<file path="config.mk">
export PLATFORM = sky130hd
export DESIGN_NAME = nasti_stream_writer
export DESIGN_NICKNAME = d
export VERILOG_FILES = /design/src/rtl/nasti_stream_writer.sv
export SDC_FILE = /design/constraint.sdc
export NUM_CORES = 1
export LEC_CHECK = 0
export ABC_AREA = 1
export BUFFER_PORTS_ARGS = -buffer_cell sky130_fd_sc_hd__buf_2
export CORE_ASPECT_RATIO = 1.75
export CORE_MARGIN = 2
export CORE_UTILIZATION = 30
export DETAILED_ROUTE_END_ITERATION = 8
export GPL_TIMING_DRIVEN = 0
export MAX_ROUTING_LAYER = met4
export PLACE_DENSITY_LB_ADDON = 0.25
export SLEW_MARGIN = 15
export SYNTH_ARGS = -nofsm -noshare
export SYNTH_HDL_FRONTEND = slang
export SYNTH_SLANG_ARGS = --single-unit
</file>
<file path="constraint.sdc">
create_clock -name aclk -period 3.7 [get_ports aclk]
set_input_delay 0.37 -clock aclk [delete_from_list [all_inputs] [get_ports aclk]]
set_output_delay 0.37 -clock aclk [all_outputs]
set_load 0.05 [all_outputs]
</file>
<file path="src/rtl/nasti_stream_writer.sv">
// Stream-to-memory mover: consumes stream beats and writes them as INCR bursts on a NASTI write port.
// One burst outstanding at a time; a short stream is padded out with strobe-less beats to honour aw_len.
module nasti_stream_writer #(
    parameter int ADDR_WIDTH       = 64,
    parameter int DATA_WIDTH       = 64,
    parameter int DEST_WIDTH       = 1,
    parameter int USER_WIDTH       = 1,
    parameter int MAX_BURST_LENGTH = 8
) (
    input  logic                    aclk,
    input  logic                    areset,

    input  logic                    src_t_valid,
    output logic                    src_t_ready,
    input  logic [DATA_WIDTH-1:0]   src_t_data,
    input  logic [DATA_WIDTH/8-1:0] src_t_strb,
    input  logic [DATA_WIDTH/8-1:0] src_t_keep,
    input  logic                    src_t_last,
    input  logic [0:0]              src_t_id,
    input  logic [DEST_WIDTH-1:0]   src_t_dest,
    input  logic [USER_WIDTH-1:0]   src_t_user,

    output logic                    dest_aw_valid,
    input  logic                    dest_aw_ready,
    output logic [0:0]              dest_aw_id,
    output logic [ADDR_WIDTH-1:0]   dest_aw_addr,
    output logic [7:0]              dest_aw_len,
    output logic [2:0]              dest_aw_size,
    output logic [1:0]              dest_aw_burst,
    output logic                    dest_aw_lock,
    output logic [3:0]              dest_aw_cache,
    output logic [2:0]              dest_aw_prot,
    output logic [3:0]              dest_aw_qos,
    output logic [3:0]              dest_aw_region,
    output logic [0:0]              dest_aw_user,

    output logic                    dest_w_valid,
    input  logic                    dest_w_ready,
    output logic [DATA_WIDTH-1:0]   dest_w_data,
    output logic [DATA_WIDTH/8-1:0] dest_w_strb,
    output logic                    dest_w_last,
    output logic [0:0]              dest_w_user,

    input  logic                    dest_b_valid,
    output logic                    dest_b_ready,
    input  logic [0:0]              dest_b_id,
    input  logic [1:0]              dest_b_resp,
    input  logic [0:0]              dest_b_user,

    output logic                    dest_ar_valid,
    output logic                    dest_r_ready,

    input  logic                    c_valid,
    input  logic [ADDR_WIDTH-1:0]   c_addr,
    input  logic [ADDR_WIDTH-1:0]   c_len,
    output logic                    c_ready,

    output logic                    d_valid,
    output logic [ADDR_WIDTH-1:0]   d_count,
    output logic                    d_tlast,
    output logic                    d_err
);

    localparam int DATA_BYTE_CNT = DATA_WIDTH / 8;
    localparam int ADDR_SHIFT    = $clog2(DATA_BYTE_CNT);
    localparam int BCW           = $clog2(MAX_BURST_LENGTH + 1);
    localparam logic [ADDR_WIDTH-1:0] ALIGN_MASK = ~(ADDR_WIDTH'(DATA_BYTE_CNT - 1));

    localparam logic [2:0] S_IDLE = 3'd0;
    localparam logic [2:0] S_ADDR = 3'd1;
    localparam logic [2:0] S_DATA = 3'd2;
    localparam logic [2:0] S_RESP = 3'd3;
    localparam logic [2:0] S_DONE = 3'd4;

    logic [2:0]            state;
    logic [ADDR_WIDTH-1:0] addr;
    logic [ADDR_WIDTH-1:0] len;
    logic [ADDR_WIDTH-1:0] count;
    logic                  tlast;
    logic                  err;
    logic [BCW-1:0]        beat_cnt;
    logic [BCW-1:0]        beats;
    logic [ADDR_WIDTH-1:0] len_beats;
    logic [ADDR_WIDTH-1:0] burst_bytes;
    logic [ADDR_WIDTH-1:0] c_len_aligned;
    logic                  aw_hs;
    logic                  w_hs;
    logic                  b_hs;
    logic                  src_hs;
    logic                  unused_inputs;

    assign unused_inputs = ^{src_t_strb, src_t_keep, src_t_id, src_t_dest, src_t_user,
                             dest_b_id, dest_b_user};

    always_comb begin
        len_beats = len >> ADDR_SHIFT;
        if (len_beats >= ADDR_WIDTH'(MAX_BURST_LENGTH))
            beats = BCW'(MAX_BURST_LENGTH);
        else
            beats = len_beats[BCW-1:0];
    end

    assign burst_bytes   = ADDR_WIDTH'(beats) << ADDR_SHIFT;
    assign c_len_aligned = c_len & ALIGN_MASK;

    assign c_ready = (state == S_IDLE);
    assign d_valid = (state == S_DONE);
    assign d_count = count;
    assign d_tlast = tlast;
    assign d_err   = err;

    assign dest_aw_valid  = (state == S_ADDR);
    assign dest_aw_id     = '0;
    assign dest_aw_addr   = addr;
    assign dest_aw_len    = 8'(beats - BCW'(1));
    assign dest_aw_size   = 3'(ADDR_SHIFT);
    assign dest_aw_burst  = 2'b01;
    assign dest_aw_lock   = 1'b0;
    assign dest_aw_cache  = '0;
    assign dest_aw_prot   = '0;
    assign dest_aw_qos    = '0;
    assign dest_aw_region = '0;
    assign dest_aw_user   = '0;

    // Once t_last has been taken the stream is left alone and the burst is filled with null beats.
    assign dest_w_valid = (state == S_DATA) && (tlast || src_t_valid);
    assign src_t_ready  = (state == S_DATA) && !tlast && dest_w_ready;
    assign dest_w_data  = tlast ? '0 : src_t_data;
    assign dest_w_strb  = tlast ? '0 : '1;
    assign dest_w_last  = (beat_cnt == BCW'(1));
    assign dest_w_user  = '0;

    assign dest_b_ready  = (state == S_RESP);
    assign dest_ar_valid = 1'b0;
    assign dest_r_ready  = 1'b0;

    assign aw_hs  = dest_aw_valid && dest_aw_ready;
    assign w_hs   = dest_w_valid && dest_w_ready;
    assign b_hs   = dest_b_valid && dest_b_ready;
    assign src_hs = src_t_valid && src_t_ready;

    always_ff @(posedge aclk) begin
        if (areset) begin
            state    <= S_IDLE;
            addr     <= '0;
            len      <= '0;
            count    <= '0;
            tlast    <= 1'b0;
            err      <= 1'b0;
            beat_cnt <= '0;
        end else begin
            case (state)
                S_IDLE: begin
                    if (c_valid) begin
                        addr  <= c_addr & ALIGN_MASK;
                        len   <= c_len_aligned;
                        count <= '0;
                        tlast <= 1'b0;
                        err   <= 1'b0;
                        state <= (c_len_aligned == '0) ? S_DONE : S_ADDR;
                    end
                end
                S_ADDR: begin
                    if (aw_hs) begin
                        addr     <= addr + burst_bytes;
                        len      <= len - burst_bytes;
                        beat_cnt <= beats;
                        state    <= S_DATA;
                    end
                end
                S_DATA: begin
                    if (w_hs) begin
                        beat_cnt <= beat_cnt - BCW'(1);
                        if (src_hs) begin
                            count <= count + ADDR_WIDTH'(DATA_BYTE_CNT);
                            if (src_t_last)
                                tlast <= 1'b1;
                        end
                        if (beat_cnt == BCW'(1))
                            state <= S_RESP;
                    end
                end
                S_RESP: begin
                    if (b_hs) begin
                        if (dest_b_resp != 2'b00)
                            err <= 1'b1;
                        state <= (len == '0 || tlast) ? S_DONE : S_ADDR;
                    end
                end
                S_DONE:  state <= S_IDLE;
                default: state <= S_IDLE;
            endcase
        end
    end

endmodule

</file>
# [Word-level counts from Yosys, hierarchy flattened]
# Index checks and enable logic that the tools add are counted.
[word_totals] elab_cells=82 output_inout_bits=243 in_bits=223 reg_bits=201
[op_classes] n_addsub=5 magnitude_cmp=1 reduce_logical=24 n_eq_ne=13 n_mux=32
[ops] op="$mux W64" n=8
[ops] op="$pmux W64 S2" n=3
[ops] op="$logic_not A64 Y1" n=2
[ops] op="$add A64 B4 Y64 const B" n=1
[ops] op="$add A64 B7 Y64" n=1
[ops] op="$sub A64 B7 Y64" n=1
[ops] op="$ge A61 B4 Y1 const B" n=1
[ops] op="$mux W3" n=7
[ops] op="$mux W4" n=3
[ops] op="$pmux W3 S4" n=1
[ops] op="$ne A2 B2 Y1 const B" n=5
[ops] op="$reduce_and A5 Y1" n=2
[ops] op="$reduce_bool A2 Y1" n=5
[ops] op="$mux W8" n=1
[ops] op="$pmux W4 S2" n=1
[ops] op="$reduce_and A4 Y1" n=2
[ops] op="$logic_and A1 B1 Y1" n=7
[ops] op="$eq A3 B2 Y1 const B" n=2
[ops] op="$mux W1" n=6
[ops] op="$ne A2 B1 Y1 const B" n=3
[ops] op="$reduce_and A3 Y1" n=2
[ops] op="$sub A4 B1 Y5 const B" n=1
[ops] op="$eq A4 B1 Y1 const B" n=1
[ops] op="$pmux W1 S2" n=2
[ops] op="6 further kinds" n=7

# [Depth between registers and ports, before layout]
[depth] depth_word=7 mapped_depth=21 ltp_nobuf=20

# [Worst setup path after synthesis]
# OpenSTA, ideal clock, no wires.
[synth_timing] path_kind="register -> output" start="register len[52]" end="output port dest_aw_len[2]" path_buffers=1 stages_incl_launch_ff=12 t_required_ps=3330 path_slack_ps=739 arrival_ps=2591 cell_sequence="dfxtp_1 > nor2_2 > nand2_1 > nor2_2 > nand2_1 > nor2_2 > nand2_4 > buf_2 > nor2_1 > inv_1 > ha_1 > xor2_1"
[synth_via] elab_chain_cells=3
[synth_lines] item="start, declared" line_no="77" rtl="logic [ADDR_WIDTH-1:0] len;"
[synth_lines] item="start signal, assigned" line_no="156" rtl="len <= c_len_aligned;"
[synth_lines] item="start signal, assigned" line_no="166" rtl="len <= len - burst_bytes;"
[synth_lines] item="$ge A61 B4 Y1" line_no="97" rtl="if (len_beats >= ADDR_WIDTH'(MAX_BURST_LENGTH))"
[synth_lines] item="$mux W4" line_no="97"
[synth_lines] item="$sub A4 B1 Y5" line_no="115" rtl="assign dest_aw_len = 8'(beats - BCW'(1));"
[synth_lines] item="end, declared" line_no="27" rtl="output logic [7:0] dest_aw_len,"
# Every way passes these cells.

# [Worst setup path in the final report]
[layout_timing] start="register len[32]" end="register addr[62] (netlist: dest_aw_addr[62])"
[layout_via] elab_chain_cells=5
[layout_lines] item="$ge A61 B4 Y1" line_no="97"
[layout_lines] item="$mux W4" line_no="97"
[layout_lines] item="$add A64 B7 Y64" line_no="165" rtl="addr <= addr + burst_bytes;"
[layout_lines] item="$mux W64" line_no="164" rtl="if (aw_hs) begin"
[layout_lines] item="$pmux W64 S2" line_no="152" rtl="case (state)"
[layout_lines] item="end signal, assigned" line_no="155" rtl="addr <= c_addr & ALIGN_MASK;"
[layout_lines] item="end signal, assigned" line_no="165"
[layout_lines] item="end, declared" line_no="76" rtl="logic [ADDR_WIDTH-1:0] addr;"
# Every way passes these cells. The select of a mux whose other input is x is not followed.
# A chain may end at the register's enable or synchronous reset.

==> impl_metrics.yaml <==
outcome:
  status: "finished clean"
floorplan:
  coreArea_um2: 47500
  die-area_um2: 49600
  start_util_pct: 30.2
  num_rows: 106
  ioPinCount: 466
  die_x_um: 169
  fp.dieH_um: 293
cells_and_area:
  area_delta_synth_final_pct: 26.6
  finalInstanceArea_um2: 18200
  nFillCells: 5335
  nets: 3069
  drive_above_1_share_pct: 22.3
clock_network:
  cts_tree: "done"
  clock_latency_ns: 0.48
  cts.path.max_buffers: 2
  numCtsBuffers: 17
  h-tree-depth: 4
  root_buffer: "clkbuf_16"
  clkTransAtPathRegs_ns: 0.09
  cts_sinks: 192
global_routing:
  antenna_found_initial: 15
  grt_pass1_wl_um: 114000
  grt_use_total_pct: 32.5
  globalRouteOverflowTotal: 0
  grt_max_degree: 18
  grt_pass1_vias: 17500
placement:
  io_buffers: 405
  place_area_um2: 17200
  dp_hpwl_um: 66600
  place_congestion: 1.03
  dp_slack_ns: -0.759
detailed_routing:
  ant_nets: 0
  post_drt_wl_per_cell_um: 23.4
  vias: 18000
  viasPerCell: 5.21
  drc_errors: 0
  first_iter_violations: 1243
  finalWirelength_um: 80800
  dr.pass1.iters: 5
synth:
  ys_seq_area_share_pct: 26.8
  synth_edf_count: 0
  syn_area_um2: 14300
  synth_area_leader_cell: "dfxtp_1"
  synth_cell_types: 61
  synth_top_cell_area_share_pct: 26.8
  postSynthCellCount: 2364
  avgSynthCellArea_um2: 6.07
  ys_seq_elements: 192
  ys_warn_count: 0
  synth_area_leaders: "dfxtp_1 (27%), nand2_1 (12%), nor2_1 (8.8%)"
  postSynth.asyncResetShare_pct: 0
  synth_ff_type: "dfxtp_1"
pwr:
  p_leak_nw: 8.33
  peakVddDrop_mv: 0.311
  p_per_area_nw_per_um2: 759
worst_setup_path:
  rr_worst_depth: 19
  worst-path-stages: 19
  worstPathRequired_ns: 4.02
  cp.arrival_ns: 3.80
  crit_type: "register to register"
  path_max_fanout: 6
  critPathLaunchType: "register"
  rrSetupSlack_ns: 0.22
  path_cells: "nor2_4 > nand2_1 > nor2_4 > nand2_1 > nor2_4 > nand2_4 > nor2_4 > ha_4 > nand3_1 > nand3_2 > inv_1 > o21ai_4 > nand2_1 > nor2_4 > nand2_2 > o21ai_0 > nand3_1 > o211ai_1 > a21oi_1"
  cp_num_buf_inv: 1
  max_stage_delay_ns: 0.38
  critPathTopFamily: "simple AND/OR/NAND/NOR gates"
  r2r_start: "len[32]"
  critPathSlowestCell: "dfxtp_1"
  crit_path_end_kind: "register"
  timing.rr.end: "dest_aw_addr[62]"
  cpMostUsedCell: "nor2_4"
timing:
  skew_ns: 0.0171
  layout_min_cycle_time_ns: 3.48
  fmax_mhz: 288
  slew_headroom_pct: 18.7
  final.setup.tns_ns: 0
  rsz0062_at_grt: "no"
  tightest_slew_ns: 1.21
  finalWorstSetupSlack_ns: 0.222
  setup_viol: 0
  hold_violations: 0
  hold_ws_ns: 0.156
  timing.final.crit_share_pct: 94.0
  slew_violations: 0
min_path:
  hold_class: "primary input to register"
  hold_path_end: "dest_aw_addr[41]"
  hold-path-cell-count: 3
  min_from: "c_addr[41]"
run:
  maxCapViolCount: 0
per-stage QoR:
stage	std cells	util (%)	power (W)
after CTS	3429	37.9	0.0136
after detailed placement	3394	36.3	0.0115
after floorplan	2395	-	0.00855
after global placement	3394	36.3	0.0115
final	3457	38.2	0.0138
after global routing	3457	38.2	0.0145
worst max-delay path by stage:
stage                     slack (ns)          endpoint  startpoint
after CTS                       0.03  dest_aw_addr[57]     len[32]
after global routing            0.02  dest_aw_addr[62]     len[16]
after global placement         -0.71  dest_aw_addr[62]     len[58]
after detailed placement       -0.76  dest_aw_addr[62]     len[58]
after floorplan                 0.74    dest_aw_len[2]     len[52]
final                           0.22  dest_aw_addr[62]     len[32]
Yosys cell counts (2+ instances only):
library cell and count:
buf_1 4, nor3_1 75, a31oi_1 52, conb_1 2, ha_1 9, or2_2 18, a21oi_1 119, xnor2_1 28
o21a_1 9, o22ai_1 4, nor3b_2 2, nand2_2 9, buf_4 45, nor2_4 6, o21bai_1 13, nand3_2 2
nand4_1 63, nor3_2 6, nor2_2 18, xor2_1 40, buf_2 21, nor4_2 2, or2_1 3, dfxtp_1 192
buf_6 3, nor4_1 39, nand3_1 135, nand4_2 2, clkbuf_1 52, o211ai_1 18, a31o_2 3, nor2_1 338
a221oi_1 2, o21ai_0 168, inv_1 337, o21ai_1 9, nand3b_1 8, or2_0 3, nand2_4 7, nand2_1 467
inv_2 5, and3_1 2, a211oi_1 6
report_power, final:
group | switching (W) | total, W | internal [W]
Combinational | 0.00601 | 0.00810 | 0.00208
Clock | 0.00101 | 0.00209 | 0.00108
Sequential | 0.000938 | 0.00359 | 0.00265
Total | 0.00796 | 0.0138 | 0.00581
layout make-up:
class / instances / area [um^2] / share of cell area [%]
diodes: 15 / 37.5 / 0.207
plain buffers: 125 / 687 / 3.78
clock buffers: 17 / 425 / 2.34
clock inverters: 14 / 181 / 0.999
inverters: 343 / 1290 / 7.11
multi-input cells: 1735 / 8790 / 48.4
flip-flops and latches: 192 / 3840 / 21.2
well taps: 594 / 743 / 4.09
repair buffers: 422 / 2150 / 11.9
kinds of logic (layout without fill, tap and decap cells):
| kind of cell | count (synthesis) | after routing | synth area share, % |
|---|---|---|---|
| flops | 192 | 192 | 26.8 |
| other cells | 2 | 48 | 0.0524 |
| xor+xnor | 68 | 68 | 4.15 |
| buf+inv | 469 | 921 | 13.8 |
| fa+ha+maj | 10 | 10 | 0.925 |
| simple gates | 1210 | 1211 | 38.1 |
| compound gates | 413 | 413 | 16.2 |
per-layer routing:
layer / GRT usage (%) / wire length, um / vias up
li1: - / - / 8616
met2: 57.0 / 40600 / 836
met5: - / 0 / -
met4: 28.9 / 8590 / 0
met3: 6.59 / 4990 / 276
met1: 29.6 / 26600 / 8293
sequential cells by signal, summed over array words and instances, names as in the netlist:
signal	cells
d_count	61
len	61
d_tlast	1
state	3
dest_aw_addr	61
d_err	1
beat_cnt	4
cell usage in the layout (no fill, tap or decap), drive strengths merged, types with 52 or more instances in the layout:
master | Yosys | layout
inv | 342 | 347
a31oi | 52 | 52
buf | 73 | 494
nor2 | 363 | 363
o21ai | 178 | 178
nand3 | 137 | 137
dfxtp | 192 | 192
nor3 | 81 | 81
a21oi | 120 | 120
clkbuf | 53 | 70
nand2 | 484 | 485
nand4 | 65 | 65
worst min-delay path, delay by kind of cell:
| family | cells | cell delay [ns] |
|---|---|---|
| AND/OR/NAND/NOR | 1 | 0.06 |
| buffers and inverters | 1 | 0.10 |
| AO/OA/AOI/OAI | 1 | 0.07 |
what timing repair did:
item                                    in CTS  in global routing
pin swaps                                    5                  3
endpoints found under the setup margin      31                 19
hold buffers                                 0                  0
gates resized for setup                     26                 11
gates cloned                                 0                  1
setup buffers                                5                 11
Note: power is estimated with default switching activity, not from simulation.
